[config.mk]
export PLATFORM = sky130hd
export DESIGN_NAME = maxpool2x2_stream_flat
export DESIGN_NICKNAME = d
export VERILOG_FILES = /design/src/rtl/cnn_pkg.sv /design/src/rtl/maxpool2x2_stream_if.sv /design/src/rtl/maxpool2x2_stream_line_buf.sv /design/src/rtl/maxpool2x2_stream.sv /design/src/flat_wrapper.sv
export SDC_FILE = /design/constraint.sdc
export NUM_CORES = 1
export LEC_CHECK = 0
export ABC_AREA = 1
export BUFFER_PORTS_ARGS = -buffer_cell sky130_fd_sc_hd__buf_4
export CAP_MARGIN = 20
export CORE_MARGIN = 2
export CORE_UTILIZATION = 54
export CTS_BUF_LIST = sky130_fd_sc_hd__clkbuf_16
export DETAILED_ROUTE_END_ITERATION = 8
export GPL_TIMING_DRIVEN = 0
export PLACE_DENSITY = 0.81
export SYNTH_ARGS = -nofsm -noshare
export SYNTH_HDL_FRONTEND = slang
export SYNTH_SLANG_ARGS = --single-unit
[constraint.sdc]
create_clock -name clk -period 4.5 [get_ports clk]
set_input_delay 0 -clock clk [delete_from_list [all_inputs] [get_ports clk]]
set_output_delay 0 -clock clk [all_outputs]
set_load 0.01 [all_outputs]
[src/rtl/cnn_pkg.sv]
// Shared CNN datapath types: int8 pixel type and saturation limits.
// Also used by the requantizer; keep DATA_W in sync with pix_t.
package cnn_pkg;
    localparam int DATA_W   = 8;
    localparam int INT8_MAX = 127;
    localparam int INT8_MIN = -128;

    typedef logic signed [DATA_W-1:0] pix_t;

    // $clog2 that never returns 0, so a 1-entry range still gets a 1-bit index.
    function automatic int clog2_min1(input int n);
        return (n > 1) ? $clog2(n) : 1;
    endfunction
endpackage

[src/rtl/maxpool2x2_stream_if.sv]
// Pixel stream in/out of the 2x2 max-pool stage. The master drives pixels in;
// the slave (the pool) returns pooled pixels.
interface maxpool2x2_stream_if #(
    parameter int DATA_W = 8
);
    logic                     valid_in;
    logic signed [DATA_W-1:0] data_in;
    logic                     valid_out;
    logic signed [DATA_W-1:0] data_out;
    logic                     frame_done;

    modport master (output valid_in, data_in, input valid_out, data_out, frame_done);
    modport slave  (input valid_in, data_in, output valid_out, data_out, frame_done);
endinterface

[src/rtl/maxpool2x2_stream_line_buf.sv]
// Half-width line buffer: single port, synchronous write, asynchronous read.
// Contents are deliberately not reset so the array maps to distributed RAM.
module pool_line_buf #(
    parameter int DEPTH = 14,
    parameter int WIDTH = 8,
    localparam int AW   = cnn_pkg::clog2_min1(DEPTH)
) (
    input  logic             clk,
    input  logic             we,
    input  logic [AW-1:0]    addr,
    input  logic [WIDTH-1:0] wdata,
    output logic [WIDTH-1:0] rdata
);
    logic [WIDTH-1:0] mem_q [DEPTH];

    always_ff @(posedge clk) begin
        if (we) mem_q[addr] <= wdata;
    end

    assign rdata = mem_q[addr];
endmodule

[src/rtl/maxpool2x2_stream.sv]
// Streaming 2x2/stride-2 signed max-pool with a half-width line buffer.
// Define MAXPOOL_RELU_EN to clamp negative pooled results to 0 (fused ReLU).
module maxpool2x2_stream #(
    parameter int DATA_W = 8,
    parameter int IMG_W  = 28,
    parameter int IMG_H  = 28
) (
    input  logic               clk,
    input  logic               rst_n,
    input  logic               clear,
    maxpool2x2_stream_if.slave s
);
    import cnn_pkg::*;

    localparam int CW    = clog2_min1(IMG_W);
    localparam int RW    = clog2_min1(IMG_H);
    localparam int DEPTH = IMG_W / 2;
    localparam int AW    = clog2_min1(DEPTH);

    if (IMG_W % 2 != 0) begin : g_bad_w
        $error("maxpool2x2_stream: IMG_W must be even");
    end
    if (IMG_H % 2 != 0) begin : g_bad_h
        $error("maxpool2x2_stream: IMG_H must be even");
    end

    logic [CW-1:0]            col_q, col_d;
    logic [RW-1:0]            row_q, row_d;
    logic signed [DATA_W-1:0] hold_q, hold_d, dout_q, dout_d;
    logic                     vout_q, vout_d, fd_q, fd_d;
    logic signed [DATA_W-1:0] din, h, lb_rd, pooled, pooled_out;
    logic                     lb_we, col_last, row_last;
    logic [AW-1:0]            lb_addr;

    assign din      = s.data_in;
    assign col_last = (col_q == CW'(IMG_W - 1));
    assign row_last = (row_q == RW'(IMG_H - 1));
    assign lb_addr  = AW'(col_q >> 1);
    assign h        = (hold_q > din) ? hold_q : din;
    assign pooled   = (lb_rd > h) ? lb_rd : h;

`ifdef MAXPOOL_RELU_EN
    assign pooled_out = pooled[DATA_W-1] ? '0 : pooled;
`else
    assign pooled_out = pooled;
`endif

    pool_line_buf #(.DEPTH(DEPTH), .WIDTH(DATA_W)) u_line_buf (
        .clk   (clk),
        .we    (lb_we),
        .addr  (lb_addr),
        .wdata (h),
        .rdata (lb_rd)
    );

    always_comb begin
        col_d  = col_q;
        row_d  = row_q;
        hold_d = hold_q;
        dout_d = dout_q;
        vout_d = 1'b0;
        fd_d   = 1'b0;
        lb_we  = 1'b0;
        if (clear) begin
            col_d  = '0;
            row_d  = '0;
            hold_d = '0;
        end else if (s.valid_in) begin
            // Even column opens a horizontal pair; odd column closes it.
            if (!col_q[0]) begin
                hold_d = din;
            end else if (!row_q[0]) begin
                lb_we = 1'b1;
            end else begin
                vout_d = 1'b1;
                dout_d = pooled_out;
                fd_d   = col_last && row_last;
            end
            if (col_last) begin
                col_d = '0;
                row_d = row_last ? '0 : row_q + 1'b1;
            end else begin
                col_d = col_q + 1'b1;
            end
        end
    end

    always_ff @(posedge clk or negedge rst_n) begin
        if (!rst_n) begin
            col_q  <= '0;
            row_q  <= '0;
            hold_q <= '0;
            dout_q <= '0;
            vout_q <= 1'b0;
            fd_q   <= 1'b0;
        end else begin
            col_q  <= col_d;
            row_q  <= row_d;
            hold_q <= hold_d;
            dout_q <= dout_d;
            vout_q <= vout_d;
            fd_q   <= fd_d;
        end
    end

    assign s.valid_out  = vout_q;
    assign s.data_out   = dout_q;
    assign s.frame_done = fd_q;
endmodule

[src/flat_wrapper.sv]
// flat-port wrapper written by rule: the top's interface ports become plain ports
module maxpool2x2_stream_flat import cnn_pkg::*;
#(
    parameter int DATA_W = 8,
    parameter int IMG_W  = 28,
    parameter int IMG_H  = 28
)
  (clk, rst_n, clear, s_valid_in, s_data_in, s_valid_out, s_data_out, s_frame_done);
  maxpool2x2_stream_if #(.DATA_W(DATA_W)) s_i ();
  input  logic clk;
  input  logic rst_n;
  input  logic clear;
  input wire logic [$bits(s_i.valid_in)-1:0] s_valid_in;
  input wire logic [$bits(s_i.data_in)-1:0] s_data_in;
  output wire logic [$bits(s_i.valid_out)-1:0] s_valid_out;
  output wire logic [$bits(s_i.data_out)-1:0] s_data_out;
  output wire logic [$bits(s_i.frame_done)-1:0] s_frame_done;
  assign s_i.valid_in = s_valid_in;
  assign s_i.data_in = s_data_in;
  assign s_valid_out = s_i.valid_out;
  assign s_data_out = s_i.data_out;
  assign s_frame_done = s_i.frame_done;
  maxpool2x2_stream #(.DATA_W(DATA_W), .IMG_W(IMG_W), .IMG_H(IMG_H)) u_core (.clk(clk), .rst_n(rst_n), .clear(clear), .s(s_i));
endmodule
==> flow_summary_export.csv, run 1 <==
group,metric,value,unit
cts,clk_pin_slew,0.07,ns
logic_synthesis,syn_nets,744,
power,power_leakage,3.599,nW
timing,final.setup.tns,0,ns
cts,max-clock-path-buffers,2,
floorplan,area_of_the_die,0.01321,mm2
critical_path,crit_path_frequent_cell,"sky130_fd_sc_hd__nand2_1",
critical_path,cp_data_arrival_time,4.62,ns
grt,grt.overflow.total,0,
logic_synthesis,synth_area_leaders,"sky130_fd_sc_hd__edfxtp_1 51%, sky130_fd_sc_hd__nand2_1 19%, sky130_fd_sc_hd__dfrtp_1 11%, sky130_fd_sc_hd__ha_1 3.4%, sky130_fd_sc_hd__inv_1 3.1%",
finish,final_common_cell,"sky130_fd_sc_hd__nand2_1",
timing,timing.final.hold_violations,0,
place,number_of_buffers_inserted_by_port_buffering,20,
finish,design.final.nets,804,
place,placement.setup.worst_slack,0.4324,ns
place,post-place-cells,884,
critical_path,critPathLaunchType,"register",
floorplan,design.core.area,0.01201,mm2
timing,timing.final.ws_setup,0.2461,ns
detailed_routing,remaining_drc_errors,0,
timing,layout_worst_path_cycle_share,94.53,%
detailed_routing,number_of_optimization_iterations_in_the_first_detailed_route_pass,6,
logic_synthesis,compound_cell_area_share_of_the_yosys_netlist,3.144,%
cts,cts.sinks,140,
logic_synthesis,ys.warnings.count,0,
finish,n_antenna_cell,0,
min_path,hold_class,"primary input to async pin",
critical_path,r2r.worst_path.cells,16,
critical_path,critical_setup_path_kind,"register to register",
logic_synthesis,postSynth.asyncResetShare,20.00,%
logic_synthesis,netlist-cell-type-count,30,
power,peakVddDrop,0.0002901,V
logic_synthesis,post_synth_fa_ha_maj_area_fraction,3.389,%
floorplan,die_h,114.9,um
finish,layout-drive-gt1-share,11.18,%
logic_synthesis,synth_top_area_share,50.61,%
floorplan,rows,40,
logic_synthesis,synth_top_family_by_area,"simple AND/OR/NAND/NOR gates",
critical_path,worstPathCellList,"ha_1, a21o_1, nor2_1, nand3_1, nand3_2, nand2_1, nand2_1, inv_1, ha_1, nand2_1, nor3_1, a21oi_1, nand2_1, nand3_1, nand2_1, nand2_1",
job,cap_viol_max_count,0,
logic_synthesis,post_synth_xor_area_fraction,0.3954,%
grt,grt_pass1_wl,26060,um
floorplan,io_pins,22,
timing,timing_max_transition_violations_final,0,
timing,maxClockFrequency,0.2351,GHz
finish,area_growth,17.83,%
critical_path,crit_path_max_incr_delay,0.58,ns
critical_path,crit_slowest_cell,"sky130_fd_sc_hd__nand2_1",
place,hpwl,11020,um
timing,rsz0062_at_grt,"false",
detailed_routing,initialDrtViolationCount,814,
critical_path,timing.critical_path.required,4.86,ns
power,finalPower,3.520,mW
critical_path,worstSetupEndpointType,"register",
grt,maximum_number_of_pins_on_one_net_before_global_route_repair,29,
logic_synthesis,synth_simple_gate_area_share,26.61,%
finish,layout_common_cells,"338 x sky130_fd_sc_hd__nand2_1, 112 x sky130_fd_sc_hd__edfxtp_1, 55 x sky130_fd_sc_hd__inv_1",
logic_synthesis,synth.cell_area,0.006645,mm2
logic_synthesis,syn_avg_cell_area,9.307,um2
timing,timing.final.setup_violations,0,
power,power_density,449.5,mW/mm2
place,place_congestion,0.9645,
detailed_routing,routed_via_density,5.675,
detailed_routing,final_antenna_net_count,0,
floorplan,initial_utilization,55.32,%
finish,final_cell_count_no_fill,934,
cts,htree_num_levels,4,
grt,groute.usage.overall,26.47,%
logic_synthesis,post-synth-top-area-cell,"sky130_fd_sc_hd__edfxtp_1",
grt,vias_in_the_first_global_route,4959,
floorplan,die-width,114.9,um
detailed_routing,wl,16960,um
critical_path,crit_fanout,15,
status,run_status,"completed",
logic_synthesis,share_of_the_yosys_chip_area_belonging_to_registers,61.16,%
detailed_routing,avgRoutedWirePerCell,18.16,um
cts,clk_root_buffer_cell,"sky130_fd_sc_hd__clkbuf_16",
timing,clock-skew-final,0.01205,ns
logic_synthesis,synth_enable_flop_cells,112,
timing,whs,0.05707,ns
logic_synthesis,muxShareOfSynthArea,0,%
timing,max-slew-margin-rel,40.12,%
detailed_routing,routed-via-count,5300,
cts,tritoncts_buffers,17,
grt,antenna_violations_before_repair,0,
cts,postCtsSetupBuffers,0,
timing,period_minus_slack,4.254,ns
cts,cts_tree,"built",
logic_synthesis,ys_dominant_reg_cell,"sky130_fd_sc_hd__edfxtp_1",
cts,clock_latency_reported_for_the_late_side_of_the_worst_skew_pair,0.42,ns
timing,worst_slew_pin_slew,0.8948,ns
logic_synthesis,synth.ff_latch_count,140,
logic_synthesis,synth_cells,714,
[final timing paths]
check                           slack (ns)            startpoint                    to
worst max-delay path                  0.25      u_core.hold_q[7]  u_core.s.data_out[2]
worst min-delay path                  0.06                 rst_n       u_core.row_q[1]
worst max register to register        0.25      u_core.hold_q[7]  u_core.s.data_out[2]
worst min register to register        0.48  u_core.s.data_out[4]  u_core.s.data_out[4]
max in group asynchronous             4.16                 rst_n      u_core.hold_q[2]
min in group clk                      0.07                 clear       u_core.col_q[1]
[critical path: cells and delay by family, from the launching register on]
family          cells  cell delay [ns]
compound gates      2             0.69
fa+ha+maj           2             0.68
buf+inv             1             0.11
flops               1             0.41
simple gates       11             2.30
[per-stage QoR]
step / instance area [um2] / utilization, %
final: 7830 / 65.19
after detailed placement: 6997 / 58.25
after global routing: 7830 / 65.19
after global placement: 6979 / 58.10
after floorplan: 6645 / -
after CTS: 7823 / 65.13
[area by class of cell]
class | instances | area (um2)
fillers | 898 | 4182
flip-flops and latches | 140 | 4064
multi-input cells | 494 | 2236
clock buffers | 17 | 425.4
repair buffers | 41 | 347.8
clock inverters | 15 | 220.2
inverters | 57 | 214.0
well taps | 147 | 183.9
plain buffers | 23 | 138.9
[timing repair]
action | in CTS | in global routing
setup endpoints to repair | 0 | 3
hold buffers | 18 | 0
endpoints found under the hold margin | 44 | 0
resized for setup | 0 | 3
[Yosys cell counts, types with 2 or more instances]
cell type,number
sky130_fd_sc_hd__a21oi_1,6
sky130_fd_sc_hd__buf_2,12
sky130_fd_sc_hd__buf_4,2
sky130_fd_sc_hd__buf_6,4
sky130_fd_sc_hd__clkbuf_1,4
sky130_fd_sc_hd__dfrtp_1,28
sky130_fd_sc_hd__edfxtp_1,112
sky130_fd_sc_hd__ha_1,18
sky130_fd_sc_hd__inv_1,54
sky130_fd_sc_hd__inv_2,3
sky130_fd_sc_hd__nand2_1,341
sky130_fd_sc_hd__nand3_1,33
sky130_fd_sc_hd__nand4_1,11
sky130_fd_sc_hd__nor2_1,35
sky130_fd_sc_hd__nor2_2,9
sky130_fd_sc_hd__nor3_1,6
sky130_fd_sc_hd__o21ai_0,11
sky130_fd_sc_hd__o21ai_1,2
sky130_fd_sc_hd__o22ai_1,4
sky130_fd_sc_hd__o31ai_1,8
sky130_fd_sc_hd__xor2_1,2
[sequential cells by signal (all words and copies together), names as in the netlist]
| name | cells |
|---|---|
| u_core.s.valid_out | 1 |
| u_core.s.data_out | 8 |
| u_core.u_line_buf.mem_q | 112 |
| u_core.row_q | 5 |
| u_core.col_q | 5 |
| u_core.s.frame_done | 1 |
| u_core.hold_q | 8 |
[power by group]
part / switching [mW] / internal (mW)
clock network: 0.548 / 0.984
logic: 0.317 / 0.159
registers: 0.0329 / 1.48
total: 0.897 / 2.62
[kinds of logic (layout without fill, tap and decap cells)]
kind of cell / count (synthesis) / count (layout)
adder cells (fa/ha/maj): 18 / 18
buffers and inverters: 80 / 153
AO/OA/AOI/OAI: 35 / 35
flip-flops: 140 / 140
AND/OR/NAND/NOR: 438 / 438
XOR/XNOR: 3 / 3
[per-layer routing]
metal | vias up | share of wire (%) | track usage, %
li1 | 2451 | - | -
met1 | 2504 | 40 | 36.57
met2 | 295 | 47 | 42.51
met3 | 50 | 9.9 | 4.639
met4 | 0 | 2.7 | 9.719
met5 | - | 0 | 0
Power figures use the tool's default switching activity.
==> run 2, diff against run 1 <==
CORE_MARGIN = default   (was 2)
PLACE_DENSITY = 0.68   (was 0.81)
==> run 2 against run 1 <==
First-iteration DRC count down 30%. Critical endpoint is now u_core.s.data_out[5]. Critical path type unchanged. Register-to-register slack better by 0.20 ns. Total power down 5.0%. Final area down 0.75%.
==> flow_summary_export.csv, run 2 (same netlist as run 1, synthesis figures left out) <==
group,metric,value,unit
place,number_of_buffers_inserted_by_port_buffering,20,
power,sequential_power_share,45.2,%
critical_path,cpLargestDelayFamily,"simple AND/OR/NAND/NOR gates",
floorplan,rows,40,
grt,vias_in_the_first_global_route,4936,
status,run_status,"completed",
grt,grt.overflow.total,0,
critical_path,setup.reg_to_reg.worst_slack,0.45,ns
timing,layout_worst_path_cycle_share,90.01,%
power,p_sw,0.8907,mW
finish,multi_input_gate_area,0.002246,mm2
cts,clk_pin_slew,0.06,ns
detailed_routing,initialDrtViolationCount,568,
finish,n_antenna_cell,0,
timing,timing.final.hold_violations,0,
cts,max-clock-path-buffers,2,
job,cap_viol_max_count,0,
floorplan,area_of_the_die,0.01275,mm2
detailed_routing,wl,16770,um
timing,maxClockFrequency,0.2469,GHz
power,combinationalPowerShare,14.2,%
cts,clock_latency_reported_for_the_late_side_of_the_worst_skew_pair,0.43,ns
finish,final_cell_count_no_fill,933,
finish,layout-drive-gt1-share,11.83,%
finish,seq_cell_area,0.004064,mm2
timing,max-slew-margin-rel,42.50,%
power,power_density,430.1,mW/mm2
floorplan,io_pins,22,
finish,largest_register_ffs,112,
critical_path,timing.critical_path.required,4.87,ns
detailed_routing,routed-via-count,5036,
grt,grt_pass1_wl,26360,um
timing,rsz0062_at_grt,"false",
finish,nFillCells,992,
critical_path,critPathLaunchType,"register",
cts,postCtsSetupBuffers,0,
finish,design.final.nets,804,
grt,maximum_number_of_pins_on_one_net_before_global_route_repair,29,
grt,antenna_violations_before_repair,0,
timing,final.setup.tns,0,ns
critical_path,worstSetupEndpointType,"register",
cts,tritoncts_buffers,17,
critical_path,crit_fanout,15,
detailed_routing,final_antenna_net_count,0,
critical_path,critical_path.n_buffers_inverters,1,
power,pint,2.452,mW
critical_path,worstPathCellList,"ha_1, nand2_1, nor2_1, nand4_1, nand3_2, nand2_1, nand2_2, inv_1, ha_1, nand4_1, nor3_1, a21oi_1, nand2_1, nand3_1, nand2_1, nand2_1",
power,swShare,26.65,%
timing,timing.final.ws_setup,0.4494,ns
critical_path,crit_slowest_cell,"sky130_fd_sc_hd__a21oi_1",
detailed_routing,number_of_optimization_iterations_in_the_first_detailed_route_pass,5,
finish,utilization,64.70,%
power,power_frac_clock,40.7,%
finish,final_common_cell,"sky130_fd_sc_hd__nand2_1",
floorplan,die_h,112.9,um
detailed_routing,routed_via_density,5.398,
critical_path,cp_data_arrival_time,4.42,ns
timing,timing_max_transition_violations_final,0,
cts,cts_tree,"built",
timing,period_minus_slack,4.051,ns
power,peakVddDrop,0.0003219,V
cts,clk_root_buffer_cell,"sky130_fd_sc_hd__clkbuf_16",
floorplan,design.core.area,0.01201,mm2
floorplan,initial_utilization,55.32,%
detailed_routing,avgRoutedWirePerCell,17.97,um
cts,htree_num_levels,4,
finish,largest-register,"u_core.u_line_buf.mem_q",
floorplan,die-width,112.9,um
power,power_leakage,3.564,nW
critical_path,crit_path_frequent_cell,"sky130_fd_sc_hd__nand2_1",
critical_path,crit_path_max_incr_delay,0.47,ns
detailed_routing,remaining_drc_errors,0,
timing,clock-skew-final,0.01229,ns
place,placement.setup.worst_slack,0.3550,ns
grt,groute.usage.overall,28.73,%
place,place_congestion,0.9195,
place,post-place-cells,883,
timing,worst_slew_pin_slew,0.8593,ns
place,hpwl,11340,um
min_path,hold_class,"primary input to async pin",
finish,area_growth,16.95,%
cts,cts.sinks,140,
finish,layout_common_cells,"334 x sky130_fd_sc_hd__nand2_1, 112 x sky130_fd_sc_hd__edfxtp_1, 54 x sky130_fd_sc_hd__inv_1",
timing,timing.final.setup_violations,0,
critical_path,critical_setup_path_kind,"register to register",
## run 2: cell count changes in the layout (fill, tap and decap cells not counted), moves of 2 or more
cell and delta:
sky130_fd_sc_hd__clkinv_2 +3, sky130_fd_sc_hd__bufinv_16 -3, sky130_fd_sc_hd__nand2_1 -4, sky130_fd_sc_hd__buf_2 -2
sky130_fd_sc_hd__nand2_2 +4
## run 2: what timing repair did
action,CTS,global route
hold buffers,18,0
setup endpoints to repair,0,8
resized for setup,0,7
endpoints found under the hold margin,41,0
## run 2: layer usage
layer | up-vias | track usage [%] | part of all wire (%)
met5 | - | 0 | 0
met4 | 0 | 10.44 | 1.8
met3 | 30 | 7.606 | 7.3
met2 | 178 | 43.37 | 46
met1 | 2370 | 40.39 | 45
li1 | 2458 | - | -
## run 2: final timing paths
check | startpoint | end | cells past startpoint
max | u_core.hold_q[7] | u_core.s.data_out[5] | 16
min | rst_n | u_core.s.data_out[6] | 2
max reg2reg | u_core.hold_q[7] | u_core.s.data_out[5] | 16
min reg2reg | u_core.s.data_out[0] | u_core.s.data_out[0] | 2
max in group asynchronous | rst_n | u_core.col_q[2] | 2
min in group clk | clear | u_core.row_q[4] | 3
## run 2: layout make-up
cell class / instances / share of cell area, %
clock inverter: 14 / 1.884
tap: 147 / 2.367
inverter: 57 / 2.753
buffer: 23 / 1.787
sequential: 140 / 52.29
multi-input combinational: 494 / 28.90
clock buffer: 17 / 5.474
timing repair buffer: 41 / 4.540
## run 2: worst reg2reg max path: cells and delay by family (launching register included)
kind,cells,cell delay (ns)
fa+ha+maj,2,0.67
simple gates,12,2.35
flops,1,0.40
buf+inv,1,0.10
compound gates,1,0.47
## run 2: stage by stage
step	power, mW	instance area (um2)	hold WS (ns)
3_5_place_dp	1.985	6994	-0.05474
4_1_cts	3.348	7746	0.03542
5_1_grt	3.472	7771	0.05854
6_report	3.342	7771	0.03699
2_1_floorplan	1.794	6645	-0.2956
3_3_place_gp	1.972	6979	-0.06494
## run 2: power groups by stage
stage | combinational [mW] | sequential, mW | clock (mW)
4_1_cts | 0.466 | 1.51 | 1.37
5_1_grt | 0.526 | 1.51 | 1.43
2_1_floorplan | 0.250 | 1.54 | 0
3_5_place_dp | 0.451 | 1.53 | 0
6_report | 0.474 | 1.51 | 1.36
3_3_place_gp | 0.438 | 1.53 | 0
==> run 3, diff against run 2 <==
GPL_TIMING_DRIVEN = default   (was 0)
clock period = 3.8 ns   (was 4.5 ns; I/O delays follow)
==> run 3 against run 2 <==
Clock skew fell by 0.0061 ns. Wire length shrank 9.3%. Maximum frequency up 18%. Sequential power up 19%. First-iteration DRC count shrank 25%. Highest routed layer unchanged.
==> flow_summary_export.csv, run 3 (same netlist as run 1, synthesis figures left out) <==
group,metric,value,unit
finish,largest_register_ffs,112,
grt,vias_in_the_first_global_route,4567,
cts,clk_pin_slew,0.06,ns
timing,period_minus_slack,3.424,ns
cts,clk_root_buffer_cell,"sky130_fd_sc_hd__clkbuf_16",
power,power_leakage,3.499,nW
timing,timing_max_transition_violations_final,0,
finish,design.final.nets,790,
timing,maxClockFrequency,0.2921,GHz
power,p_sw,0.9581,mW
grt,grt.overflow.total,0,
timing,layout_worst_path_cycle_share,90.10,%
place,hpwl,10070,um
place,post-place-cells,875,
floorplan,die_h,112.9,um
timing,worst_slew_pin_slew,0.9300,ns
grt,groute.usage.overall,25.65,%
floorplan,die-width,112.9,um
critical_path,worstSetupEndpointType,"register",
floorplan,area_of_the_die,0.01275,mm2
finish,layout_common_cells,"341 x sky130_fd_sc_hd__nand2_1, 112 x sky130_fd_sc_hd__edfxtp_1, 55 x sky130_fd_sc_hd__inv_1",
place,number_of_buffers_inserted_by_port_buffering,21,
critical_path,cp_data_arrival_time,3.74,ns
finish,area_growth,15.14,%
min_path,hold_class,"primary input to async pin",
timing,max-slew-margin-rel,37.77,%
timing,timing.final.setup_violations,0,
power,combinationalPowerShare,13.9,%
power,finalPower,3.838,mW
critical_path,critical_path_start,"u_core.hold_q[7]",
detailed_routing,wl,15210,um
finish,final_common_cell,"sky130_fd_sc_hd__nand2_1",
floorplan,initial_utilization,55.32,%
place,place_congestion,0.8930,
power,power_frac_clock,39.5,%
finish,final_cell_count_no_fill,918,
detailed_routing,final_antenna_net_count,0,
critical_path,critical_setup_path_kind,"register to register",
critical_path,crit_end,"u_core.s.data_out[4]",
finish,layout-drive-gt1-share,9.857,%
timing,clock-skew-final,0.006154,ns
timing,rsz0062_at_grt,"false",
cts,clock_latency_reported_for_the_late_side_of_the_worst_skew_pair,0.42,ns
detailed_routing,routed-via-count,4908,
critical_path,timing.rr.end,"u_core.s.data_out[4]",
job,cap_viol_max_count,0,
detailed_routing,avgRoutedWirePerCell,16.57,um
finish,largest-register,"u_core.u_line_buf.mem_q",
floorplan,io_pins,22,
critical_path,crit_fanout,9,
power,pint,2.879,mW
timing,timing.final.hold_violations,0,
cts,cts_tree,"built",
grt,grt_pass1_wl,23890,um
finish,n_antenna_cell,0,
cts,htree_num_levels,4,
status,run_status,"completed",
cts,max-clock-path-buffers,2,
power,sequential_power_share,46.6,%
detailed_routing,initialDrtViolationCount,427,
critical_path,setup.reg_to_reg.worst_slack,0.38,ns
cts,cts.sinks,140,
floorplan,design.core.area,0.01201,mm2
power,power_density,501.6,mW/mm2
cts,tritoncts_buffers,17,
detailed_routing,number_of_optimization_iterations_in_the_first_detailed_route_pass,5,
critical_path,critPathLaunchType,"register",
critical_path,rr_startpoint,"u_core.hold_q[7]",
critical_path,timing.critical_path.required,4.11,ns
grt,antenna_violations_before_repair,0,
floorplan,rows,40,
detailed_routing,remaining_drc_errors,0,
finish,utilization,63.70,%
timing,final.setup.tns,0,ns
detailed_routing,routed_via_density,5.346,
critical_path,r2r.worst_path.cells,21,
grt,maximum_number_of_pins_on_one_net_before_global_route_repair,34,
power,peakVddDrop,0.0002806,V
power,swShare,24.97,%
## run 3: changes by cell type in the layout (fill, tap and decap cells not counted), sizes merged
cell	delta
buf	-4
clkbuf	-5
clkinv	+1
dlygate4sd3	-5
inv	-2
## run 3: critical path, stage by stage, from the launching register on
cell and delay (ns):
sky130_fd_sc_hd__dfrtp_1 0.40, sky130_fd_sc_hd__ha_1 0.32, sky130_fd_sc_hd__a21o_1 0.19, sky130_fd_sc_hd__nor2_1 0.14
sky130_fd_sc_hd__nand3_1 0.29, sky130_fd_sc_hd__nand3_2 0.25, sky130_fd_sc_hd__nand2_1 0.13, sky130_fd_sc_hd__nand2_1 0.10
sky130_fd_sc_hd__inv_1 0.05, sky130_fd_sc_hd__ha_1 0.30, sky130_fd_sc_hd__nand2_1 0.11, sky130_fd_sc_hd__inv_1 0.05
sky130_fd_sc_hd__nand2_1 0.05, sky130_fd_sc_hd__nand2_1 0.07, sky130_fd_sc_hd__nand2_1 0.06, sky130_fd_sc_hd__nand2_1 0.05
sky130_fd_sc_hd__nand2_1 0.06, sky130_fd_sc_hd__nand2_1 0.17, sky130_fd_sc_hd__nand2_1 0.28, sky130_fd_sc_hd__nand3_1 0.12
sky130_fd_sc_hd__nand2_1 0.08, sky130_fd_sc_hd__nand2_1 0.05
## run 3: power groups by stage
stage | combinational (mW) | sequential, mW | clock [mW]
2_1_floorplan | 0.296 | 1.83 | 0
3_3_place_gp | 0.511 | 1.82 | 0
3_5_place_dp | 0.521 | 1.82 | 0
4_1_cts | 0.533 | 1.79 | 1.53
5_1_grt | 0.593 | 1.79 | 1.61
6_report | 0.532 | 1.79 | 1.52
## run 3: repair_timing
| item | CTS | global route |
|---|---|---|
| setup endpoints to repair | 0 | 8 |
| buffers inserted | 0 | 0 |
| endpoints found under the hold margin | 46 | 0 |
| hold buffers | 13 | 0 |
| resized for setup | 0 | 1 |
## run 3: worst min-delay path by stage
stage,from,end,cells after the start
2_1_floorplan,rst_n,u_core.col_q[0],0
3_3_place_gp,rst_n,u_core.s.valid_out,1
3_5_place_dp,rst_n,u_core.s.valid_out,1
4_1_cts,rst_n,u_core.s.data_out[3],2
5_1_grt,rst_n,u_core.s.valid_out,2
6_report,rst_n,u_core.s.data_out[3],2
## run 3: cell type report
class,count,area (um2)
clock buffers,17,425.4
clock inverters,13,110.1
fillers,975,4360
inverters,57,214.0
multi-input cells,494,2232
flip-flops and latches,140,4065
well taps,147,183.9
repair buffers,50,420.4
## run 3: metal layers
layer	global-route usage (%)	part of all wire, %	up-vias
li1	-	-	2418
met4	9.737	1.7	0
met1	36.19	46	2307
met5	0	0	-
met3	5.249	5.7	24
met2	39.59	47	159
## run 3: metrics by stage
stage | cell area (um2) | setup slack [ns] | hold WS [ns]
final | 7651 | 0.3762 | 0.04539
after global routing | 7651 | 0.005424 | 0.07831
after global placement | 6982 | 0.4694 | -0.06012
after detailed placement | 6982 | 0.3841 | -0.05826
after CTS | 7647 | 0.3638 | 0.03993
after floorplan | 6645 | 0.6829 | -0.2956
